<file path="config.mk">
export PLATFORM = sky130hd
export DESIGN_NAME = sid_bus_fifo
export DESIGN_NICKNAME = d
export VERILOG_FILES = /design/src/rtl/sid_bus_fifo.sv
export SDC_FILE = /design/constraint.sdc
export NUM_CORES = 1
export LEC_CHECK = 0
export CORE_UTILIZATION = 55
export DETAILED_ROUTE_END_ITERATION = 10
export PLACE_DENSITY = 0.74
export SYNTH_ARGS = -nofsm -noshare
export SYNTH_HDL_FRONTEND = slang
export SYNTH_SLANG_ARGS = --single-unit
</file>
<file path="constraint.sdc">
create_clock -name CLK -period 3.9 [get_ports CLK]
set_clock_uncertainty 0.15 [all_clocks]
set_input_delay 0.585 -clock CLK [delete_from_list [all_inputs] [get_ports CLK]]
set_output_delay 0.585 -clock CLK [all_outputs]
set_load 0.02 [all_outputs]
</file>
<file path="src/rtl/sid_bus_fifo.sv">
// sid_bus_fifo: decodes SPI command bytes into SID register writes, queues them
// in a FIFO and issues one queued write per SID clock-enable to the addressed chip.
// Optional feature macro: SID_BUS_TIMEOUT_EN. When it is defined, a data byte is
// accepted only while a header is pending, and a header expires after TIMEOUT cycles.
module sid_bus_fifo #(
  parameter int N_SID   = 2,
  parameter int DEPTH   = 16,
  parameter int TIMEOUT = 1200
) (
  input  logic                     CLK,
  input  logic                     RST_N,
  input  logic [7:0]               SPI_DATA,
  input  logic                     SPI_RECV,
  input  logic                     CLKen,
  output logic [N_SID-1:0]         WR,
  output logic [4:0]               ADDR,
  output logic [7:0]               DATAW,
  output logic [$clog2(DEPTH):0]   LEVEL,
  output logic                     OVERFLOW
);
  localparam int CW = (N_SID > 1) ? $clog2(N_SID) : 1;
  localparam int AW = $clog2(DEPTH);
  localparam int LW = AW + 1;
  localparam int EW = 13 + CW;

  // Reject parameter values the datapath is not built for.
  if (N_SID < 1 || N_SID > 8) begin : g_bad_n_sid
    $error("sid_bus_fifo: N_SID must be 1..8");
  end
  if (DEPTH < 2 || DEPTH > 256 || (1 << AW) != DEPTH) begin : g_bad_depth
    $error("sid_bus_fifo: DEPTH must be a power of two in 2..256");
  end
  if (TIMEOUT < 1) begin : g_bad_timeout
    $error("sid_bus_fifo: TIMEOUT must be at least 1");
  end

  // Byte classification
  logic is_hdr, is_data, is_cs;
  assign is_hdr  = SPI_RECV && SPI_DATA[7];
  assign is_data = SPI_RECV && (SPI_DATA[7:6] == 2'b00);
  assign is_cs   = SPI_RECV && (SPI_DATA[7:6] == 2'b01);

  logic [CW-1:0] chip_q, chip_d;
  logic [4:0]    hdr_addr_q, hdr_addr_d;
  logic [1:0]    dmsb_q, dmsb_d;
  logic          push_req;

  // Latch header fields and the sticky chip select; out-of-range selects are ignored.
  always_comb begin
    chip_d     = chip_q;
    hdr_addr_d = hdr_addr_q;
    dmsb_d     = dmsb_q;
    if (is_hdr) begin
      hdr_addr_d = SPI_DATA[6:2];
      dmsb_d     = SPI_DATA[1:0];
    end
    if (is_cs && (int'(SPI_DATA[2:0]) < N_SID)) begin
      chip_d = SPI_DATA[CW-1:0];
    end
  end

  // Decoder state register
  always_ff @(posedge CLK or negedge RST_N) begin
    if (!RST_N) begin
      chip_q     <= '0;
      hdr_addr_q <= '0;
      dmsb_q     <= '0;
    end else begin
      chip_q     <= chip_d;
      hdr_addr_q <= hdr_addr_d;
      dmsb_q     <= dmsb_d;
    end
  end

`ifdef SID_BUS_TIMEOUT_EN
  localparam int TW = $clog2(TIMEOUT + 1);
  logic          pending_q, pending_d;
  logic [TW-1:0] tmo_cnt_q, tmo_cnt_d;

  // A header arms pending; it is consumed by a data byte or expires after TIMEOUT cycles.
  always_comb begin
    pending_d = pending_q;
    tmo_cnt_d = tmo_cnt_q;
    if (is_hdr) begin
      pending_d = 1'b1;
      tmo_cnt_d = '0;
    end else if (is_data) begin
      pending_d = 1'b0;
    end else if (pending_q) begin
      if (tmo_cnt_q == TW'(TIMEOUT - 1)) pending_d = 1'b0;
      else                               tmo_cnt_d = tmo_cnt_q + 1'b1;
    end
  end

  // Pending/timeout register
  always_ff @(posedge CLK or negedge RST_N) begin
    if (!RST_N) begin
      pending_q <= 1'b0;
      tmo_cnt_q <= '0;
    end else begin
      pending_q <= pending_d;
      tmo_cnt_q <= tmo_cnt_d;
    end
  end

  assign push_req = is_data && pending_q;
`else
  // Legacy behaviour: every data byte reuses the last header.
  assign push_req = is_data;
`endif

  // FIFO storage and pointers
  logic [EW-1:0] mem [DEPTH];
  logic [AW-1:0] wptr_q, wptr_d, rptr_q, rptr_d;
  logic [LW-1:0] level_q, level_d;
  logic          overflow_q, overflow_d;
  logic          pop, full, push_ok;
  logic [EW-1:0] wr_entry, head;
  logic [CW-1:0] head_chip;

  assign wr_entry  = {chip_q, hdr_addr_q, dmsb_q, SPI_DATA[5:0]};
  assign head      = mem[rptr_q];
  assign head_chip = head[EW-1:13];
  assign pop       = CLKen && (level_q != '0);
  assign full      = (level_q == LW'(DEPTH));
  // The pop frees a slot this cycle, so a push into a full FIFO still fits.
  assign push_ok   = push_req && (!full || pop);

  // Pointer, occupancy and overflow next-state
  always_comb begin
    wptr_d     = wptr_q;
    rptr_d     = rptr_q;
    level_d    = level_q;
    overflow_d = overflow_q;
    if (push_ok) wptr_d = wptr_q + 1'b1;
    if (pop)     rptr_d = rptr_q + 1'b1;
    if (push_ok && !pop)      level_d = level_q + 1'b1;
    else if (pop && !push_ok) level_d = level_q - 1'b1;
    if (push_req && full && !pop) overflow_d = 1'b1;
  end

  // Entry storage; not reset so it maps onto block RAM.
  always_ff @(posedge CLK) begin
    if (push_ok) mem[wptr_q] <= wr_entry;
  end

  // Write-issue outputs: one-hot strobe for the popped entry's chip
  logic [N_SID-1:0] wr_q, wr_d;
  logic [4:0]       addr_out_q, addr_out_d;
  logic [7:0]       dataw_q, dataw_d;

  for (genvar gi = 0; gi < N_SID; gi++) begin : g_wr
    assign wr_d[gi] = pop && (head_chip == CW'(gi));
  end

  // Address/data hold until the next pop.
  always_comb begin
    addr_out_d = addr_out_q;
    dataw_d    = dataw_q;
    if (pop) begin
      addr_out_d = head[12:8];
      dataw_d    = head[7:0];
    end
  end

  // FIFO control and output registers
  always_ff @(posedge CLK or negedge RST_N) begin
    if (!RST_N) begin
      wptr_q     <= '0;
      rptr_q     <= '0;
      level_q    <= '0;
      overflow_q <= 1'b0;
      wr_q       <= '0;
      addr_out_q <= '0;
      dataw_q    <= '0;
    end else begin
      wptr_q     <= wptr_d;
      rptr_q     <= rptr_d;
      level_q    <= level_d;
      overflow_q <= overflow_d;
      wr_q       <= wr_d;
      addr_out_q <= addr_out_d;
      dataw_q    <= dataw_d;
    end
  end

  assign WR       = wr_q;
  assign ADDR     = addr_out_q;
  assign DATAW    = dataw_q;
  assign LEVEL    = level_q;
  assign OVERFLOW = overflow_q;

endmodule

</file>
==> results of run 1 <==
## sequential cells by signal, summed over array words and instances (netlist names)
name        cells
OVERFLOW        1
wptr_q          4
WR              2
dmsb_q          2
chip_q          1
hdr_addr_q      5
rptr_q          4
mem           224
ADDR            5
DATAW           8
LEVEL           5
## per-stage QoR
stage | instance area (um^2) | instances | utilization | setup slack, ps
3_5_place_dp | 10900 | 746 | 0.605 | 594
2_1_floorplan | 10200 | 483 | - | 758
5_1_grt | 11700 | 793 | 0.651 | 682
4_1_cts | 11700 | 793 | 0.651 | 822
3_3_place_gp | 10900 | 746 | 0.605 | 676
6_report | 11700 | 793 | 0.651 | 821
## metal layers
metal | vias up | track usage | part of all wire
met2 | 254 | 0.359 | 0.48
met1 | 2615 | 0.326 | 0.39
met3 | 37 | 0.0499 | 0.10
met4 | 0 | 0.0740 | 0.024
li1 | 2122 | - | -
met5 | - | 0 | 0
## kinds of logic after synthesis
kind of cell / count (synthesis) / synth area share
xor+xnor: 10 / 0.00861
compound gates: 48 / 0.0338
fa+ha+maj: 10 / 0.0130
flops: 261 / 0.752
mux: 79 / 0.150
buf+inv: 29 / 0.0151
simple gates: 46 / 0.0275
## power groups by stage
stage	combinational (mW)	sequential [mW]	clock, mW
global route	2.21	3.78	2.55
floorplan	1.48	3.65	0
finish	2.07	3.73	2.41
global placement	2.04	3.76	0
CTS	2.10	3.73	2.44
detailed placement	2.08	3.79	0
## cells in the mapped netlist, types with 2 or more instances
master | count | area share
o31a_1 | 2 | 0.0017
mux2_2 | 9 | 0.010
nand4_1 | 2 | 0.0012
a21oi_1 | 2 | 0.00098
mux2i_1 | 13 | 0.013
ha_1 | 9 | 0.011
o21ai_0 | 3 | 0.0015
buf_2 | 9 | 0.0044
xnor2_1 | 9 | 0.0077
nor3b_1 | 5 | 0.0037
a21o_1 | 15 | 0.011
buf_4 | 3 | 0.0022
nor2_1 | 3 | 0.0011
and3_1 | 5 | 0.0031
inv_1 | 4 | 0.0015
a211oi_1 | 12 | 0.0089
clkbuf_1 | 7 | 0.0026
mux4_2 | 54 | 0.12
mux4_1 | 3 | 0.0077
buf_1 | 2 | 0.00074
nor2b_1 | 2 | 0.0012
edfxtp_1 | 224 | 0.66
o22ai_1 | 12 | 0.0074
and3b_1 | 5 | 0.0043
nand2_1 | 14 | 0.0052
dfrtp_1 | 37 | 0.091
buf_6 | 3 | 0.0033
and4_1 | 4 | 0.0034
## layout by cell type (no fill, tap or decap), types with 3 or more instances in the layout
master	instances
and3b_1	5
nor3b_2	4
mux4_1	3
buf_4	23
clkbuf_1	6
inv_1	4
a21o_1	15
buf_12	3
o21ai_0	3
edfxtp_1	224
clkdlybuf4s50_1	31
clkbuf_16	27
mux4_2	54
mux2_2	9
dfrtp_2	3
clkinv_2	6
xnor2_1	9
and4_1	4
o22ai_1	12
nor2_1	3
ha_1	9
mux2i_1	13
nand2_1	14
a211oi_1	12
and3_1	5
clkinv_1	4
dfrtp_1	34
## worst register-to-register path, delay by kind of cell, from the launching register on
family | cells | cell delay (ps)
xor+xnor | 1 | 170
flops | 1 | 460
fa+ha+maj | 2 | 570
mux | 1 | 240
buf+inv | 2 | 170
compound gates | 3 | 650
simple gates | 1 | 590
## path summary, 6_finish.rpt
path	slack, ps	start	end
worst max-delay path	820	LEVEL[0]	LEVEL[4]
worst min-delay path	70	RST_N	ADDR[0]
worst max register to register	820	LEVEL[0]	LEVEL[4]
worst min register to register	320	DATAW[7]	DATAW[7]
max in group asynchronous	2870	RST_N	rptr_q[3]
min in group CLK	320	DATAW[7]	DATAW[7]
## final cells by class
type / count / area share
repair buffers: 58 / 0.0467
inverters: 5 / 0.00160
well taps: 229 / 0.0244
flip-flops and latches: 261 / 0.653
clock inverters: 13 / 0.00971
multi-input cells: 193 / 0.204
clock buffers: 34 / 0.0607
==> run summary, run 1 <==
Logic pwr share = 0.253
Vias = 5028
Worst slew pin tran = 969 ps
Syn Area/Cell = 21.1 um^2
Multi-input gate area = 2390 um^2
Async SR Flop Fraction = 0.142
Synth Warn # = 0
WP data required = 4180 ps
Headroom to the max-slew limit = 0.354
RSZ-0062 raised after global routing = no
Routed wire length = 21200 um
Pwr dens = 700 nW/um^2
CP Launch Type = flip-flop
CTS Buf Count = 26
Core box area = 18000 um^2
1st-iter DRT viols = 535
Die Span Y = 138 um
Worst path bufs/invs = 2
Die width = 138 um
Post-synth EDFFs = 224
Resized cells post-CTS = 0
Reg2reg path depth = 10
# rows = 49
Worst path max stage delay = 590 ps
Sw frac = 0.290
Status = finished clean
Top FF cell, synth = edfxtp_1
Number of remaining DRC errors = 0
Routability cong. = 0.804
FF+latch area = 7660 um^2
Synthesized flop and latch total = 261
Fin Setup TNS = 0 ps
Initial antenna violation count = 0
WP data arrival = 3360 ps
Final Net Count = 567
Gr usage total = 0.229
IO Port Bufs = 32
Worst hold path class = input pin to asynchronous set/reset pin
Mapped cell area = 10200 um^2
Final Cycle Share = 0.789
Syn nets = 505
Post-synth cell types = 39
Max-slew violations = 0
WL/cell = 26.7 um
Fraction of layout cells with a size suffix above 1 = 0.245
Fmax = 0.325 GHz
Ant diodes = 0
TritonCTS clock tree = done
Ports = 33
Worst-path clk slew = 60 ps
Hold Slack = 66.2 ps
P_leak = 4.03 nW
DR vias/cell = 6.34
DP Wirelength = 12400 um
Largest net degree at the start of global routing = 42
Initial Utilization = 0.565
Total grt overflow = 0
First drt pass iteration count = 5
Int Power = 5.83 mW
Slowest CP cell = or4_4
# setup viols final = 0
Seq pwr share = 0.454
Cells after Synth = 483
Sink Count = 261
Max IR drop VDD = 0.445 mV
Critical Path, Cell by Cell = or4_4, o21a_4, inv_2, ha_1, inv_1, fa_1, a21o_1, a21oi_1, mux2i_1, xnor2_1
Number of max-cap violations = 0
Full die area = 19100 um^2
Sw Pwr = 2.38 mW
Global-route wire length before repair = 32000 um
Post-route ant nets = 0
Longest Clk Path Bufs = 3
Hold Vio Cnt, Final = 0
H-tree Lvls = 1
Root buffer selected by CTS = clkbuf_16
Power Total = 8.21 mW
Final worst path period need = 3080 ps
Levels on crit path = 10
Sequential area share after synthesis = 0.752
Post-CTS Setup Inserts = 0
Area grow syn2layout = 15.2%
Vias in the first global route = 5199
Worst Path Max Fanout = 6
Cell family with most CP delay = compound AO/OA/AOI/OAI gates
Hold Buf Count CTS = 0
Setup CP Type = flip-flop to flip-flop
Filler Cells Inserted = 1186
Clock power share = 0.293
Crit. End Element = flip-flop
Clock Latency Late Sink = 530 ps
No activity file was read; power rests on OpenSTA's default activity.
==> run 2, diff against run 1 <==
--- a/config.mk
+++ b/config.mk
@@ -7,7 +7,7 @@
 export LEC_CHECK = 0
 export CORE_UTILIZATION = 55
 export DETAILED_ROUTE_END_ITERATION = 10
-export PLACE_DENSITY = 0.74
+export PLACE_DENSITY = 0.76
 export SYNTH_ARGS = -nofsm -noshare
 export SYNTH_HDL_FRONTEND = slang
 export SYNTH_SLANG_ARGS = --single-unit
==> constraint.sdc (replaced) <==
create_clock -name CLK -period 2.6 [get_ports CLK]
set_clock_uncertainty 0.15 [all_clocks]
set_input_delay 0.39 -clock CLK [delete_from_list [all_inputs] [get_ports CLK]]
set_output_delay 0.39 -clock CLK [all_outputs]
set_load 0.02 [all_outputs]
==> run 2 against run 1 <==
Net effect: the flow now finishes with violations (negative setup slack); wire length grew 0.32%; global-route usage grew 0.35 points; via count is 2.4% higher; register-to-register slack worse by 920 ps; sequential share of layout area down 2.9 points; power grew 58%; core utilization up 3.0 points; sequential power is 43% higher; clock power rose by 62%; sequential cell count did not move; design area up 4.6%; largest cell class unchanged; largest power group unchanged; highest routed layer unchanged.
==> run summary, run 2 (synthesis results as in run 1) <==
Crit-path most repeated cell = inv_4
Crit. End Element = flip-flop
Worst slew pin tran = 719 ps
Initial antenna violation count = 0
Post-place setup slack = -361 ps
Crit path from = LEVEL[1]
Commonest cells after routing, fill and taps aside = edfxtp_1, mux4_2, buf_4
Worst-path clk slew = 60 ps
Number of max-cap violations = 0
Vias in the first global route = 5416
Failing checks = negative setup slack
WP data arrival = 2990 ps
TritonCTS clock tree = done
P_leak = 4.30 nW
Hold Slack = 307 ps
Core box area = 18000 um^2
Max IR drop VDD = 0.694 mV
Worst flop-to-flop path startpoint = LEVEL[1]
Pwr dens = 1060 nW/um^2
Final design utilization = 0.680
Hold Vio Cnt, Final = 0
Ports = 33
1st-iter DRT viols = 443
Most flop-heavy register = mem
Routed wire length = 21200 um
Logic pwr share = 0.285
DP Wirelength = 13100 um
Largest register FFs = 224
Area grow syn2layout = 20.5%
Largest net degree at the start of global routing = 49
FF+latch area = 7660 um^2
Final WS setup = -98.6 ps
Headroom to the max-slew limit = 0.521
Global-route wire length before repair = 32600 um
WP data required = 2890 ps
Worst path max stage delay = 570 ps
# rows = 49
Commonest non-fill, non-tap cell in the layout = edfxtp_1
IO Port Bufs = 32
Longest Clk Path Bufs = 3
Root buffer selected by CTS = clkbuf_16
Die Span Y = 138 um
Worst Path Max Fanout = 4
Final Cycle Share = 1.04
Final Net Count = 606
Sw Pwr = 3.66 mW
Status = finished with violations
Area after DPL = 11300 um^2
Setup CP Type = flip-flop to flip-flop
Max-slew violations = 0
Total grt overflow = 0
RSZ-0062 raised after global routing = yes
Fraction of layout cells with a size suffix above 1 = 0.316
Fin Setup TNS = -184 ps
Number of remaining DRC errors = 0
Multi-input gate area = 2430 um^2
WL/cell = 25.5 um
Post-route ant nets = 0
Sink Count = 261
Seq pwr share = 0.413
Design Area, Final = 12300 um^2
First drt pass iteration count = 5
CTS Buf Count = 26
Fmax = 0.371 GHz
# setup viols final = 2
Slowest CP cell = or4_4
Initial Utilization = 0.565
Clock Latency Late Sink = 520 ps
Routability cong. = 0.855
Int Power = 9.28 mW
Worst hold path class = input pin to asynchronous set/reset pin
Sw frac = 0.283
CP Launch Type = flip-flop
Die width = 138 um
H-tree Lvls = 1
Full die area = 19100 um^2
Vias = 5150
Final worst path period need = 2700 ps
Clock power share = 0.301
Gr usage total = 0.233
Ant diodes = 0
Filler Cells Inserted = 1119
Critical Path, Cell by Cell = or4_4, o21a_4, inv_4, ha_4, inv_4, fa_2, a21o_1, a21oi_2, mux2i_1, xnor2_1
DR vias/cell = 6.18
==> run 2: cell count changes in the layout (fill, tap and decap cells not counted), moves of 2 or more <==
cell / before / now
clkinv_2: 6 / 8
bufinv_16: 2 / 4
buf_12: 3 / 12
inv_4: 0 / 2
a21oi_2: 0 / 2
ha_4: 0 / 2
clkbuf_1: 6 / 1
ha_1: 9 / 7
buf_4: 23 / 52
clkbuf_8: 1 / 4
a21oi_1: 2 / 0
==> run 2: final timing paths <==
| path | endpoint | cells after the start | slack (ps) |
|---|---|---|---|
| max | LEVEL[4] | 10 | -100 |
| min | LEVEL[4] | 2 | 310 |
| max reg2reg | LEVEL[4] | 10 | -100 |
| min reg2reg | OVERFLOW | 1 | 320 |
| max in group asynchronous | ADDR[4] | 3 | 1280 |
| min in group CLK | OVERFLOW | 1 | 320 |
==> run 2: per-layer routing <==
metal / vias up / part of all wire / GRT usage
met5: - / 0 / 0
met4: 0 / 0.022 / 0.0746
met3: 41 / 0.075 / 0.0409
met2: 231 / 0.50 / 0.380
met1: 2678 / 0.40 / 0.323
li1: 2200 / - / -
==> run 2: critical path: cells and delay by family (launching register included) <==
| kind | cells | cell delay (ps) |
|---|---|---|
| mux | 1 | 230 |
| flops | 1 | 400 |
| compound gates | 3 | 560 |
| fa+ha+maj | 2 | 460 |
| xor+xnor | 1 | 140 |
| buf+inv | 2 | 100 |
| simple gates | 1 | 570 |
==> run 2: what timing repair did <==
item | CTS | global route
buffers inserted | 2 | 1
hold buffers | 1 | 0
gates resized for setup | 2 | 1
setup endpoints to repair | 2 | 99
endpoints found under the hold margin | 25 | 0
pin swaps | 8 | 6
==> run 2: area by class of cell <==
cell class              instances  share of cell area
inverters                       5             0.00194
flip-flops and latches        261               0.624
multi-input cells             193               0.198
clock buffers                  32              0.0599
repair buffers                 97              0.0779
well taps                     229              0.0234
clock inverters                16              0.0147
==> run 2: metrics by stage <==
| stage | instances | power (mW) |
|---|---|---|
| after floorplan | 483 | 7.72 |
| after global placement | 781 | 9.00 |
| after detailed placement | 781 | 9.09 |
| after CTS | 832 | 13.0 |
| after global routing | 833 | 13.5 |
| final | 833 | 12.9 |
==> run 2: power by group through the flow <==
stage,sequential [mW],combinational (mW),clock (mW)
global placement,5.40,3.60,0
detailed placement,5.44,3.65,0
CTS,5.36,3.73,3.95
floorplan,5.47,2.25,0
global route,5.42,3.96,4.11
finish,5.35,3.70,3.90
